File: config.mk
export PLATFORM = sky130hd
export DESIGN_NAME = dac12_spi_loader
export DESIGN_NICKNAME = d
export VERILOG_FILES = /design/src/rtl/dac12_pkg.sv /design/src/rtl/dac12_sync_edge.sv /design/src/rtl/dac12_spi_loader.sv
export SDC_FILE = /design/constraint.sdc
export NUM_CORES = 1
export LEC_CHECK = 0
export ABC_AREA = 1
export CAP_MARGIN = 20
export CORE_MARGIN = 2
export CORE_UTILIZATION = 30
export CTS_BUF_LIST = sky130_fd_sc_hd__clkbuf_8
export CTS_CLUSTER_SIZE = 25
export DETAILED_ROUTE_END_ITERATION = 7
export MAX_ROUTING_LAYER = met4
export PLACE_DENSITY_LB_ADDON = 0.08
export SKIP_LAST_GASP = 1
export SLEW_MARGIN = 20
export SYNTH_ARGS = -nofsm -noshare
export SYNTH_HDL_FRONTEND = slang
export SYNTH_SLANG_ARGS = --single-unit
File: constraint.sdc
create_clock -name clk -period 1.3 [get_ports clk]
set_input_delay 0.26 -clock clk [delete_from_list [all_inputs] [get_ports clk]]
set_output_delay 0.26 -clock clk [all_outputs]
set_load 0.01 [all_outputs]
File: src/rtl/dac12_pkg.sv
// Shared widths, command codes and frame FSM states for the DAC12 SPI loader.
package dac12_pkg;

    localparam int unsigned DATA_W  = 12;
    localparam int unsigned CMD_W   = 4;
    localparam int unsigned FRAME_W = CMD_W + DATA_W;

    typedef enum logic [3:0] {
        CMD_NOP    = 4'h0,
        CMD_WR     = 4'h1,
        CMD_ARM    = 4'h2,
        CMD_WR_ARM = 4'h3
    } cmd_e;

    typedef enum logic [1:0] {
        StIdle,
        StShift,
        StCommit
    } state_e;

endpackage

File: src/rtl/dac12_sync_edge.sv
// Multi-flop synchronizer with registered rise/fall pulses on the synchronized level.
module dac12_sync_edge #(
    parameter int unsigned STAGES  = 2,
    parameter logic        RST_VAL = 1'b0
) (
    input  logic clk,
    input  logic rst_n,
    input  logic din,
    output logic sync,
    output logic rise,
    output logic fall
);

    logic [STAGES-1:0] chain_q;
    logic              prev_q;
    logic              rise_q;
    logic              fall_q;

    assign sync = chain_q[STAGES-1];
    assign rise = rise_q;
    assign fall = fall_q;

    // Synchronizer chain; reset to the pin's idle level so no edge fires out of reset.
    always_ff @(posedge clk or negedge rst_n) begin
        if (!rst_n) begin
            chain_q <= {STAGES{RST_VAL}};
        end else begin
            chain_q[0] <= din;
            for (int i = 1; i < STAGES; i++) begin
                chain_q[i] <= chain_q[i-1];
            end
        end
    end

    // Registered edge pulses, one clk wide.
    always_ff @(posedge clk or negedge rst_n) begin
        if (!rst_n) begin
            prev_q <= RST_VAL;
            rise_q <= 1'b0;
            fall_q <= 1'b0;
        end else begin
            prev_q <= sync;
            rise_q <= sync & ~prev_q;
            fall_q <= ~sync & prev_q;
        end
    end

endmodule

File: src/rtl/dac12_spi_loader.sv
// SPI mode-0 slave that loads a shadow DAC code and transfers it to the active code
// only on a PWM frame boundary.
module dac12_spi_loader #(
    parameter int unsigned DATA_W      = 12,
    parameter int unsigned CMD_W       = 4,
    parameter int unsigned SYNC_STAGES = 2
) (
    input  logic              clk,
    input  logic              rst_n,
    input  logic              ena,
    input  logic              spi_sclk,
    input  logic              spi_cs_n,
    input  logic              spi_mosi,
    output logic              spi_miso,
    input  logic              frame_start,
    output logic [DATA_W-1:0] dac_code,
    output logic              update_pending,
    output logic              frame_err
);

    import dac12_pkg::*;

    localparam int unsigned FW = CMD_W + DATA_W;
    localparam logic [4:0] CNT_SAT = 5'd17;

    logic sclk_sync, sclk_rise, sclk_fall;
    logic cs_sync, cs_rise, cs_fall;
    logic mosi_sync, mosi_rise, mosi_fall;

    dac12_sync_edge #(.STAGES(SYNC_STAGES), .RST_VAL(1'b0)) u_sync_sclk (
        .clk(clk), .rst_n(rst_n), .din(spi_sclk),
        .sync(sclk_sync), .rise(sclk_rise), .fall(sclk_fall)
    );

    dac12_sync_edge #(.STAGES(SYNC_STAGES), .RST_VAL(1'b1)) u_sync_cs (
        .clk(clk), .rst_n(rst_n), .din(spi_cs_n),
        .sync(cs_sync), .rise(cs_rise), .fall(cs_fall)
    );

    dac12_sync_edge #(.STAGES(SYNC_STAGES), .RST_VAL(1'b0)) u_sync_mosi (
        .clk(clk), .rst_n(rst_n), .din(spi_mosi),
        .sync(mosi_sync), .rise(mosi_rise), .fall(mosi_fall)
    );

    logic unused_sync;
    assign unused_sync = ^{sclk_sync, cs_sync, mosi_rise, mosi_fall};

    state_e            state_q, state_d;
    logic [FW-1:0]     sr_q, sr_d;
    logic [FW-1:0]     miso_sr_q, miso_sr_d;
    logic              miso_q, miso_d;
    logic [4:0]        cnt_q, cnt_d;
    logic [DATA_W-1:0] shadow_q, shadow_d;
    logic [DATA_W-1:0] dac_q, dac_d;
    logic              pend_q, pend_d;
    logic              err_q, err_d;
    logic [FW-1:0]     readback;
    logic              commit, wr, arm, transfer;

    assign readback       = {{CMD_W{1'b0}}, dac_q};
    assign commit         = ena && (state_q == StCommit);
    assign spi_miso       = miso_q;
    assign dac_code       = dac_q;
    assign update_pending = pend_q;
    assign frame_err      = err_q;

    // Frame FSM next state; dropping ena aborts any frame in progress.
    always_comb begin
        state_d = state_q;
        unique case (state_q)
            StIdle:   if (cs_fall) state_d = StShift;
            StShift:  if (cs_rise) state_d = StCommit;
            StCommit: state_d = StIdle;
            default:  state_d = StIdle;
        endcase
        if (!ena) state_d = StIdle;
    end

    // Shift register, saturating bit counter and MISO readback path.
    always_comb begin
        sr_d      = sr_q;
        cnt_d     = cnt_q;
        miso_sr_d = miso_sr_q;
        miso_d    = miso_q;
        if (ena && state_q == StIdle && cs_fall) begin
            cnt_d     = 5'd0;
            miso_sr_d = readback;
            miso_d    = readback[FW-1];
        end else if (ena && state_q == StShift) begin
            if (sclk_rise) begin
                sr_d = {sr_q[FW-2:0], mosi_sync};
                if (cnt_q != CNT_SAT) cnt_d = cnt_q + 5'd1;
            end
            if (sclk_fall) begin
                miso_sr_d = {miso_sr_q[FW-2:0], 1'b0};
                miso_d    = miso_sr_q[FW-2];
            end
        end
    end

    // Command decode at COMMIT plus the frame-boundary shadow-to-active transfer.
    always_comb begin
        shadow_d = shadow_q;
        dac_d    = dac_q;
        pend_d   = pend_q;
        err_d    = err_q;
        wr       = 1'b0;
        arm      = 1'b0;
        if (commit) begin
            if (cnt_q != 5'(FW)) begin
                err_d = 1'b1;
            end else begin
                err_d = 1'b0;
                case (cmd_e'(sr_q[FW-1 -: CMD_W]))
                    CMD_NOP:    ;
                    CMD_WR:     wr = 1'b1;
                    CMD_ARM:    arm = 1'b1;
                    CMD_WR_ARM: begin
                        wr  = 1'b1;
                        arm = 1'b1;
                    end
                    default:    err_d = 1'b1;
                endcase
            end
        end
        // An arm coinciding with frame_start waits for the next boundary.
        transfer = frame_start && pend_q && !arm;
        if (wr) shadow_d = sr_q[DATA_W-1:0];
        if (transfer) begin
            dac_d  = shadow_q;
            pend_d = 1'b0;
        end
        if (arm) pend_d = 1'b1;
    end

    // State registers.
    always_ff @(posedge clk or negedge rst_n) begin
        if (!rst_n) begin
            state_q   <= StIdle;
            sr_q      <= '0;
            miso_sr_q <= '0;
            miso_q    <= 1'b0;
            cnt_q     <= 5'd0;
            shadow_q  <= '0;
            dac_q     <= '0;
            pend_q    <= 1'b0;
            err_q     <= 1'b0;
        end else begin
            state_q   <= state_d;
            sr_q      <= sr_d;
            miso_sr_q <= miso_sr_d;
            miso_q    <= miso_d;
            cnt_q     <= cnt_d;
            shadow_q  <= shadow_d;
            dac_q     <= dac_d;
            pend_q    <= pend_d;
            err_q     <= err_d;
        end
    end

endmodule

# Yosys cells after proc, flatten, opt, wreduce, memory -nomap -nowiden
# Index checks and enable logic that the tools add are counted.
[word_totals] in_bits=7 ff_bits=77 out_inout_bits=15 word_cells=82
[op_classes] add_sub_neg=1 bitwise=9 n_reduce_logical=21 n_mux=24 n_eq_ne=9
[op_table] cell="$mux 15" n=3
[op_table] cell="$mux 5" n=4
[op_table] cell="$mux 1" n=13
[op_table] cell="$ne 5x5->1 const B" n=2
[op_table] cell="$reduce_bool 2->1" n=5
[op_table] cell="$eq 4x2->1 const B" n=2
[op_table] cell="$logic_and 1x1->1" n=6
[op_table] cell="$mux 2" n=3
[op_table] cell="$ne 3x2->1 const B" n=2
[op_table] cell="$reduce_and 3->1" n=2
[op_table] cell="$add 5x1->5 const B" n=1
[op_table] cell="$not 1->1" n=5
[op_table] cell="$and 1x1->1" n=4
[op_table] cell="$eq 4x1->1 const B" n=1
[op_table] cell="$logic_not 4->1" n=1
[op_table] cell="$pmux 2 s2" n=1
[op_table] cell="$reduce_and 2->1" n=2
[op_table] cell="$reduce_or 2->1" n=2
[op_table] cell="$reduce_or 4->1" n=1
[op_table] cell="$eq 2x1->1 const B" n=1
[op_table] cell="$eq 2x2->1 const B" n=1
[op_table] cell="$logic_not 2->1" n=1
[op_table] cell="$logic_not 1->1" n=1

# Longest topological paths before layout
# Gate-level depths: netlist of the first run.
[depth] depth_word=9 ltp_mapped=9

# Hierarchy
# A second synthesis of the first run with hierarchy kept.
[hier_totals] hier_cells=346 area_unflattened_um2=3228.1
[modules_own_cells] module="dac12_spi_loader" instances=1 cells_per_inst=319 seq_area_each_um2=1626.6 area_each_um2=2803.9
[modules_own_cells] module="dac12_sync_edge (u_sync_mosi ...)" instances=2 cells_per_inst=9 seq_area_each_um2=125.1 area_each_um2=140.1
[modules_own_cells] module="dac12_sync_edge (u_sync_cs)" instances=1 cells_per_inst=9 seq_area_each_um2=128.9 area_each_um2=143.9

# Worst setup path before layout of the first run
# No wires, ideal clock.
[synth_path] path_kind="flip-flop to flip-flop" start="register cnt_q[0]" end="register dac_q[0] (netlist: dac_code[0])" stages_incl_launch_ff=9 arrival_ns=1.189 path_buffers=1 slack_ns=-0.006 t_required_ns=1.183 period_less_slack_ns=1.306 path_cell_list="dfrtp_1 -> inv_1 -> ha_1 -> nand2_1 -> nor2_2 -> nand3_2 -> buf_2 -> nand3_1 -> nand2_1"
[synth_between] elab_chain_cells=5
[synth_lines] element="from (decl)" line="dac12_spi_loader.sv:52" rtl="logic [4:0] cnt_q, cnt_d;"
[synth_lines] element="from (signal assigned)" line="dac12_spi_loader.sv:153" rtl="cnt_q <= cnt_d;"
[synth_lines] element="$ne 5x5->1" line="dac12_spi_loader.sv:110" rtl="if (cnt_q != 5'(FW)) begin"
[synth_lines] element="$mux 1" line="dac12_spi_loader.sv:110"
[synth_lines] element="$mux 1" line="dac12_spi_loader.sv:109" rtl="if (commit) begin"
[synth_lines] element="$logic_not 1->1" line="dac12_spi_loader.sv:127" rtl="transfer = frame_start && pend_q && !arm;"
[synth_lines] element="$logic_and 1x1->1" line="dac12_spi_loader.sv:127"
[synth_lines] element="to (signal assigned)" line="dac12_spi_loader.sv:145" rtl="dac_q <= '0;"
[synth_lines] element="to (signal assigned)" line="dac12_spi_loader.sv:155" rtl="dac_q <= dac_d;"
[synth_lines] element="to (decl)" line="dac12_spi_loader.sv:54" rtl="logic [DATA_W-1:0] dac_q, dac_d;"
# Every way passes these cells.
# A chain may end at the register's enable or synchronous reset.

# Worst setup path in the final report of the first run
[layout_path] start="register cnt_q[1]" end="register dac_q[5] (netlist: dac_code[5])"
# Same word-level chain as after synthesis.

==> impl_metrics.toml, run 1 <==
[global_route]
grt.met1_usage_pct = 20.1
busiest_layer = "met2"
grt_use_met3_pct = 3.40
overflow = 0
grt_pass1_vias = 2456
grt_first_pass_wirelength_um = 12600
use_met2_pct = 22.4
antenna_found_initial = 0
grt_util_all_layers_pct = 14.8
grt_max_degree = 31

[synthesis]
synth_cell_type_count = 21
seq_area_frac_synth_pct = 62.0
synthArstFlopShare_pct = 100
synth-seq-cells = 77
synth_edf_count = 0
synth_top_cell_area_share_pct = 59.5
synth.area.top_cells = "dfrtp_1 60%, nand2_1 17%, nand3_1 7.6%"
synth_nets = 350
avgSynthCellArea_sq_um = 9.15
synth_top_area_cell = "dfrtp_1"
yosys.cell_count.top_type = "nand2_1"
synthFlopType = "dfrtp_1"
synthTopCellsByCount = "142 x nand2_1, 74 x dfrtp_1, 47 x nand3_1"
synth_area_sq_um = 3110
yosysWarnings = 0
synth_cells = 340

[outcome]
outcome = "finished with violations"
violations = "setup timing"

[flow_run]
cap_violations = 0

[die]
initial_core_util_pct = 30.6
rows = 37
fp.dieW_um = 106
die_y_um = 106
fp.dieArea_sq_um = 11200
coreArea_sq_um = 10200
ios = 22

[cts]
clock_latency_ns = 0.35
clock_path_buffers = 2
clock_sinks = 77
clk_pin_slew_ns = 0.08
cts_tree = "yes"
htree_levels = 3
root_buffer = "clkbuf_8"
cts_buffers = 9

[worst_hold_path]
min_path_type = "in -> reg"

[power_and_ir_drop]
power.internal_mw = 3.73
power.density_nw_per_um2 = 1120
pwr-share-comb_pct = 10.2
ir_drop_mv = 0.481
p_sw_share_pct = 25.3
p_total_mw = 4.99
pwr-share-seq_pct = 51.9
clkPwrFrac_pct = 37.9
cellLeakagePower_nw = 2.36
switchingPower_mw = 1.27

[layout]
area_growth_pct = 43.0
num_antenna_cells = 0
drive_gt1_share_pct = 35.8
fin_nets = 424

[setup_path]
max_stage_delay_ns = 0.39
path_max_fanout = 8
cp-end-kind = "register"
path_delay_family = "flip-flops"
worstPathRequired_ns = 1.54
cp.arrival_ns = 1.64
slowest_stage = "dfrtp_1"
cp-start-kind = "register"
crit_chain = "inv_2 -> ha_4 -> nand2_4 -> nor2_4 -> buf_6 -> nand3_4 -> buf_8 -> nand3_2 -> nand2_1"
critPathBufInv = 3
crit_type = "reg -> reg"

[drt]
drt_iter0_markers = 54
vias = 2381
drc = 0
dr.pass1.iters = 4
wire_per_inst_um = 13.0
wl_um = 7200
antenna_left = 0
viasPerCell = 4.29

[sta]
worst_pin_slew_ns = 0.387
report.final.slew_viol_count = 0
period_needed_ns = 1.40
clock_skew_ns = 0.00725
hold_viol = 0
relSlewSlack_pct = 74.2
max_freq_mhz = 716
period_share_pct = 107
fin_ws_ns = -0.0965
rsz0062_at_grt = "yes"
finalSetupViolations = 32
holdWs_ns = 0.324

[place]
dpl.hpwl_um = 4710
port_buffers = 21
routabilityCongestion = 0.741
dp_slack_ns = -0.508
==> path summary, 6_finish.rpt <==
kind                                              from                     end  slack (ns)  cells after the start
worst min register to register  u_sync_sclk.chain_q[0]  u_sync_sclk.chain_q[1]        0.35                      0
worst max-delay path                          cnt_q[1]             dac_code[5]        -0.1                      9
min in group asynchronous                        rst_n  u_sync_mosi.chain_q[0]        0.38                      2
worst min-delay path                          spi_cs_n    u_sync_cs.chain_q[0]        0.32                      1
worst max register to register                cnt_q[1]             dac_code[5]        -0.1                      9
max in group asynchronous                        rst_n            miso_sr_q[6]        0.43                      3
==> registers in the layout, indices dropped and copies added (netlist names), 2 cells and up <==
register             flops
state_q                  2
miso_sr_q               15
cnt_q                    5
u_sync_sclk.chain_q      2
shadow_q                12
u_sync_mosi.chain_q      2
u_sync_cs.chain_q        2
sr_q                    16
dac_code                12
==> through the flow <==
stage | TNS, ns | instance area [sq um] | cells | util [%]
2_1_floorplan | 0 | 3110 | 340 | -
3_3_place_gp | -22.64 | 3700 | 518 | 36.3
3_5_place_dp | -23.34 | 3700 | 518 | 36.3
4_1_cts | -3.90 | 4360 | 554 | 42.8
5_1_grt | -7.05 | 4450 | 555 | 43.7
6_report | -2.07 | 4450 | 555 | 43.7
==> per-layer routing <==
metal / up-vias / wire (um)
li1: 1220 / -
met1: 1134 / 3650
met2: 21 / 3290
met3: 6 / 184
met4: 0 / 78
met5: - / 0
==> area by class of cell <==
cell class	count	area, sq um
sequential	77	1930
timing repair buffer	75	726
clock inverter	5	58.8
fill	1044	5730
tap	136	170
multi-input combinational	229	1330
clock buffer	11	151
inverter	22	86.3
==> layout by cell type (no fill, tap or decap), types with 4 or more instances in the layout <==
cell type / count
dfrtp_1: 74
nand3_2: 13
clkdlybuf4s15_1: 11
clkbuf_8: 11
buf_6: 11
inv_2: 4
nand2_2: 28
nand2_4: 14
buf_12: 4
nor2_1: 8
clkdlybuf4s50_1: 4
inv_1: 17
o21ai_1: 4
nand3_1: 34
o21ai_0: 4
buf_4: 36
nand2_1: 102
==> power groups by stage <==
stage	clock network [mW]	logic, mW	registers, mW
4_1_cts	1.95	0.480	2.59
3_5_place_dp	0	0.394	2.62
2_1_floorplan	0	0.172	2.62
5_1_grt	2.09	0.575	2.61
6_report	1.89	0.508	2.59
3_3_place_gp	0	0.392	2.62
==> worst reg2reg max path, cell delays in order, from the launching register on <==
cell and delay, ns:
dfrtp_1 0.39, inv_2 0.08, ha_4 0.15, nand2_4 0.05, nor2_4 0.13, buf_6 0.11
nand3_4 0.11, buf_8 0.18, nand3_2 0.05, nand2_1 0.04
==> timing repair <==
| action | in CTS | in global routing |
|---|---|---|
| setup buffers | 18 | 4 |
| pin swaps | 32 | 11 |
| endpoints found under the setup margin | 58 | 73 |
| hold endpoints to repair | 22 | 0 |
| hold buffers | 1 | 0 |
| cloned | 3 | 0 |
| gates resized for setup | 95 | 50 |
==> cell families after synthesis <==
family / synth area share (%)
DFF: 62.0
xor gates and xnor gates: 0.845
adders and majority gates: 1.21
buffers and inverters: 5.43
AOI/OAI and AO/OA: 1.77
and+or+nand+nor: 28.7
No activity file was read; power rests on OpenSTA's default activity.
==> run 2, diff against run 1 <==
SKIP_CTS_REPAIR_TIMING = 1   (was default)
TNS_END_PERCENT = 10   (was default)
==> run 2 against run 1 <==
Critical endpoint is now dac_code[5]; the run still ends with setup timing left; global-route usage shrank 1.4 points; via count fell by 3.9%; cell count fell by 2.9%; clock power barely moved; count of clock-buffer cells in the layout unchanged; worst hold slack got worse by 0.0010 ns; sequential power is essentially flat.
==> impl_metrics.toml, run 2 (synthesized netlist as in run 1, its figures left out) <==
[setup_path]
critPathBufInv = 1
path_delay_family = "buffers and inverters"
cp.arrival_ns = 1.29
worstPathRequired_ns = 1.04
path_max_fanout = 3
slowest_stage = "clkdlybuf4s50_1"
crit_chain = "clkdlybuf4s50_1"
max_stage_delay_ns = 0.56
cp-end-kind = "output port"
crit_type = "reg -> out"
cp-start-kind = "register"

[drt]
viasPerCell = 4.24
dr.pass1.iters = 5
drc = 0
antenna_left = 0
wl_um = 6520
vias = 2287
drt_iter0_markers = 63
wire_per_inst_um = 12.1

[cts]
clock_path_buffers = 2
clock_latency_ns = 0.35
cts_tree = "yes"
clock_sinks = 77
root_buffer = "clkbuf_8"
clk_pin_slew_ns = 0.08
htree_levels = 3
cts_buffers = 9

[global_route]
antenna_found_initial = 0
grt_max_degree = 31
grt_first_pass_wirelength_um = 11400
grt_pass1_vias = 2244
grt_util_all_layers_pct = 13.4
overflow = 0

[sta]
finalSetupViolations = 52
clock_skew_ns = 0.00798
fin_ws_ns = -0.253
relSlewSlack_pct = 70.3
period_needed_ns = 1.55
hold_viol = 0
report.final.slew_viol_count = 0
max_freq_mhz = 644
holdWs_ns = 0.323
rsz0062_at_grt = "yes"
worst_pin_slew_ns = 0.445
period_share_pct = 119

[power_and_ir_drop]
pwr-share-comb_pct = 8.0
power.density_nw_per_um2 = 1230
clkPwrFrac_pct = 38.9
switchingPower_mw = 1.18
ir_drop_mv = 0.461
pwr-share-seq_pct = 53.1
p_sw_share_pct = 24.4
cellLeakagePower_nw = 2.17
power.internal_mw = 3.67

[outcome]
outcome = "finished with violations"
violations = "setup timing"

[layout]
largest_reg_flops = 16
num_antenna_cells = 0
fin_nets = 408
final_common_cell = "nand2_1"
area_growth_pct = 27.3
drive_gt1_share_pct = 16.4
design_area_sq_um = 3960
top_regs = "sr_q x16, miso_sr_q x15"
layout_common_cells = "142 x nand2_1, 74 x dfrtp_1, 47 x nand3_1"
fill_cells = 1071
top_register = "sr_q"

[die]
coreArea_sq_um = 10200
fp.dieW_um = 106
rows = 37
die_y_um = 106
ios = 22
initial_core_util_pct = 30.6
fp.dieArea_sq_um = 11200

[worst_hold_path]
min_path_type = "in -> reg"

[flow_run]
cap_violations = 0

[place]
post_dp_cell_area_sq_um = 3700
routabilityCongestion = 0.741
port_buffers = 21
dpl.hpwl_um = 4710
[run 2: per-layer routing]
metal / share of wire, % / vias to the layer above / GRT usage, %
met1: 53 / 1076 / 18.7
met3: 2.4 / 7 / 3.40
met5: 0 / - / -
met4: 1.3 / 0 / 4.23
li1: - / 1186 / -
met2: 44 / 18 / 19.3
[run 2: power by group through the flow]
stage | Clock, mW | Sequential, mW | Combinational [mW]
after floorplan | 0 | 2.62 | 0.172
after global placement | 0 | 2.62 | 0.392
after detailed placement | 0 | 2.62 | 0.394
after CTS | 1.95 | 2.58 | 0.395
after global routing | 2.09 | 2.59 | 0.444
final | 1.89 | 2.58 | 0.388
[run 2: cell type report]
class	count	area, sq um	area share [%]
clock buffer	11	151	3.82
clock inverter	5	58.8	1.48
inverter	22	82.6	2.08
multi-input combinational	228	1010	25.6
sequential	77	1930	48.7
tap	136	170	4.30
timing repair buffer	60	556	14.0
[run 2: metrics by stage]
stage	power [mW]	util, %	std cells	setup TNS, ns	setup WS [ns]
2_1_floorplan	2.79	-	340	0	0.000573
5_1_grt	5.12	38.9	539	-11.21	-0.310
3_5_place_dp	3.02	36.3	518	-23.34	-0.508
4_1_cts	4.93	38.4	534	-7.36	-0.299
3_3_place_gp	3.02	36.3	518	-22.64	-0.503
6_report	4.85	38.9	539	-4.49	-0.253
[run 2: final timing paths]
kind / start / end / slack (ns) / depth (start not counted)
max in group asynchronous: rst_n / miso_sr_q[6] / 0.43 / 3
min: spi_cs_n / u_sync_cs.chain_q[0] / 0.32 / 1
max: dac_code[5] / dac_code[5] / -0.25 / 1
min in group asynchronous: rst_n / shadow_q[2] / 0.38 / 2
min reg2reg: u_sync_sclk.chain_q[0] / u_sync_sclk.chain_q[1] / 0.35 / 0
max reg2reg: state_q[1] / sr_q[13] / -0.08 / 7
==> run 3, diff against run 2 <==
SETUP_SLACK_MARGIN = 0.4   (was default)
==> run 3 against run 2 <==
The run ends with hold timing, setup timing left; power shrank 1.4%; global-route usage is 0.12 points higher; clock skew increased by 0.0065 ns; non-clock buffer count is 14 higher; register-to-register slack got worse by 0.04 ns; first-iteration DRC count grew 59%; core utilization rose by 2.0 points; clock power is 8% lower.
==> impl_metrics.toml, run 3 (synthesized netlist as in run 1, its figures left out) <==
[sta]
clock_skew_ns = 0.0145
rsz0062_at_grt = "yes"
holdWs_ns = -0.182
finalSetupTns_ns = -2.46
period_needed_ns = 1.42
max_freq_mhz = 705
worst_pin_slew_ns = 0.330
fin_ws_ns = -0.119
report.final.slew_viol_count = 0
hold_viol = 17
finalSetupViolations = 39
period_share_pct = 109
relSlewSlack_pct = 78.0

[power_and_ir_drop]
power.internal_mw = 3.58
power.density_nw_per_um2 = 1150
switchingPower_mw = 1.20
pwr-share-seq_pct = 54.1
ir_drop_mv = 0.506
p_sw_share_pct = 25.2
pwr-share-comb_pct = 9.6
clkPwrFrac_pct = 36.3
cellLeakagePower_nw = 2.35

[setup_path]
r2r_cells = 8
cpMostUsedCell = "nand2_1"
crit_chain = "inv_2 -> nand3_2 -> nor2_2 -> buf_6 -> clkinvlp_4 -> clkbuf_16 -> nand2_1 -> nand2_1"
cp.arrival_ns = 1.65
path_max_fanout = 7
crit_start = "state_q[1]"
slowest_stage = "dfrtp_1"
worstPathRequired_ns = 1.53
max_stage_delay_ns = 0.41
cp-start-kind = "register"
cp-end-kind = "register"
rr_endpoint = "sr_q[6]"
crit_type = "reg -> reg"
r2r-start = "state_q[1]"
reg2reg_slack_ns = -0.12

[global_route]
antenna_found_initial = 0
grt_max_degree = 35
grt_util_all_layers_pct = 13.5
use_met2_pct = 18.8
overflow = 0
busiest_layer = "met1"
grt_first_pass_wirelength_um = 11500
grt.met1_usage_pct = 19.2
grt_pass1_vias = 2293
grt_use_met3_pct = 2.35

[cts]
clock_path_buffers = 2
root_buffer = "clkbuf_8"
cts_buffers = 9
clock_sinks = 77
clk_pin_slew_ns = 0.08
clock_latency_ns = 0.34
htree_levels = 3
cts_tree = "yes"

[drt]
viasPerCell = 4.32
dr.pass1.iters = 4
antenna_left = 0
wl_um = 6880
drc = 0
wire_per_inst_um = 12.4
vias = 2387
drt_iter0_markers = 100

[flow_run]
cap_violations = 0

[worst_hold_path]
min_path_type = "in -> async"

[layout]
fin_nets = 422
top_regs = "sr_q x16, miso_sr_q x15"
area_growth_pct = 33.8
seqCellArea_sq_um = 1930
multi_input_area_sq_um = 1100
final_cells = 553
num_antenna_cells = 0
layout_common_cells = "136 x nand2_1, 74 x dfrtp_1, 46 x buf_4"
fill_cells = 1054
final_common_cell = "nand2_1"
drive_gt1_share_pct = 24.5
top_register = "sr_q"
largest_reg_flops = 16

[die]
die_y_um = 106
rows = 37
fp.dieW_um = 106
coreArea_sq_um = 10200
ios = 22
initial_core_util_pct = 30.6
fp.dieArea_sq_um = 11200

[outcome]
outcome = "finished with violations"
violations = "hold timing, setup timing"

[place]
dp_slack_ns = -0.533
port_buffers = 21
dpl.hpwl_um = 4650
dp_cells = 517
routabilityCongestion = 0.745
-- run 3: cell count changes in the layout (fill, tap and decap cells not counted), moves of 3 or more --
| cell | before | now |
|---|---|---|
| nand2_2 | 1 | 5 |
| clkbuf_2 | 0 | 6 |
| dlymetal6s2s_1 | 6 | 10 |
| nor2_4 | 0 | 3 |
| inv_2 | 1 | 5 |
| buf_4 | 36 | 46 |
| clkdlybuf4s50_1 | 14 | 4 |
| nand2_1 | 142 | 136 |
| inv_1 | 21 | 18 |
| nor2_1 | 11 | 8 |
-- run 3: layout make-up --
type	count	share of cell area, %
flip-flops and latches	77	46.4
multi-input cells	228	26.4
repair buffers	74	16.7
inverters	22	2.07
clock inverters	7	1.47
well taps	136	4.09
clock buffers	9	2.98
-- run 3: worst max path at each step --
stage | cells past startpoint | to
6_report | 8 | sr_q[6]
2_1_floorplan | 8 | dac_code[0]
3_5_place_dp | 7 | sr_q[13]
3_3_place_gp | 7 | dac_code[9]
4_1_cts | 1 | dac_code[5]
5_1_grt | 8 | sr_q[6]
-- run 3: critical path: cells and delay by family, from the launching register on --
| kind | cells | cell delay [ns] |
|---|---|---|
| buffers and inverters | 4 | 0.58 |
| flip-flops | 1 | 0.41 |
| AND/OR/NAND/NOR | 4 | 0.31 |
-- run 3: power by group through the flow --
stage | Combinational [mW] | Clock [mW] | Sequential, mW
5_1_grt | 0.524 | 1.93 | 2.60
3_3_place_gp | 0.409 | 0 | 2.63
2_1_floorplan | 0.187 | 0 | 2.62
6_report | 0.459 | 1.74 | 2.59
3_5_place_dp | 0.414 | 0 | 2.63
4_1_cts | 0.416 | 1.81 | 2.58
-- run 3: layer usage --
metal  vias up  wire length [um]
met4         0               118
li1       1213                 -
met2        24              3070
met5         -                 0
met1      1141              3520
met3         9               170
-- run 3: metrics by stage --
step                      hold WS (ns)  cell area, sq um  utilization, %  total power, mW
after floorplan                -0.0356              3140               -             2.81
after global placement           0.184              3700            36.4             3.04
after detailed placement         0.190              3700            36.4             3.04
after CTS                       -0.183              3890            38.2             4.80
after global routing            -0.182              4160            40.9             5.06
final                           -0.182              4160            40.9             4.78
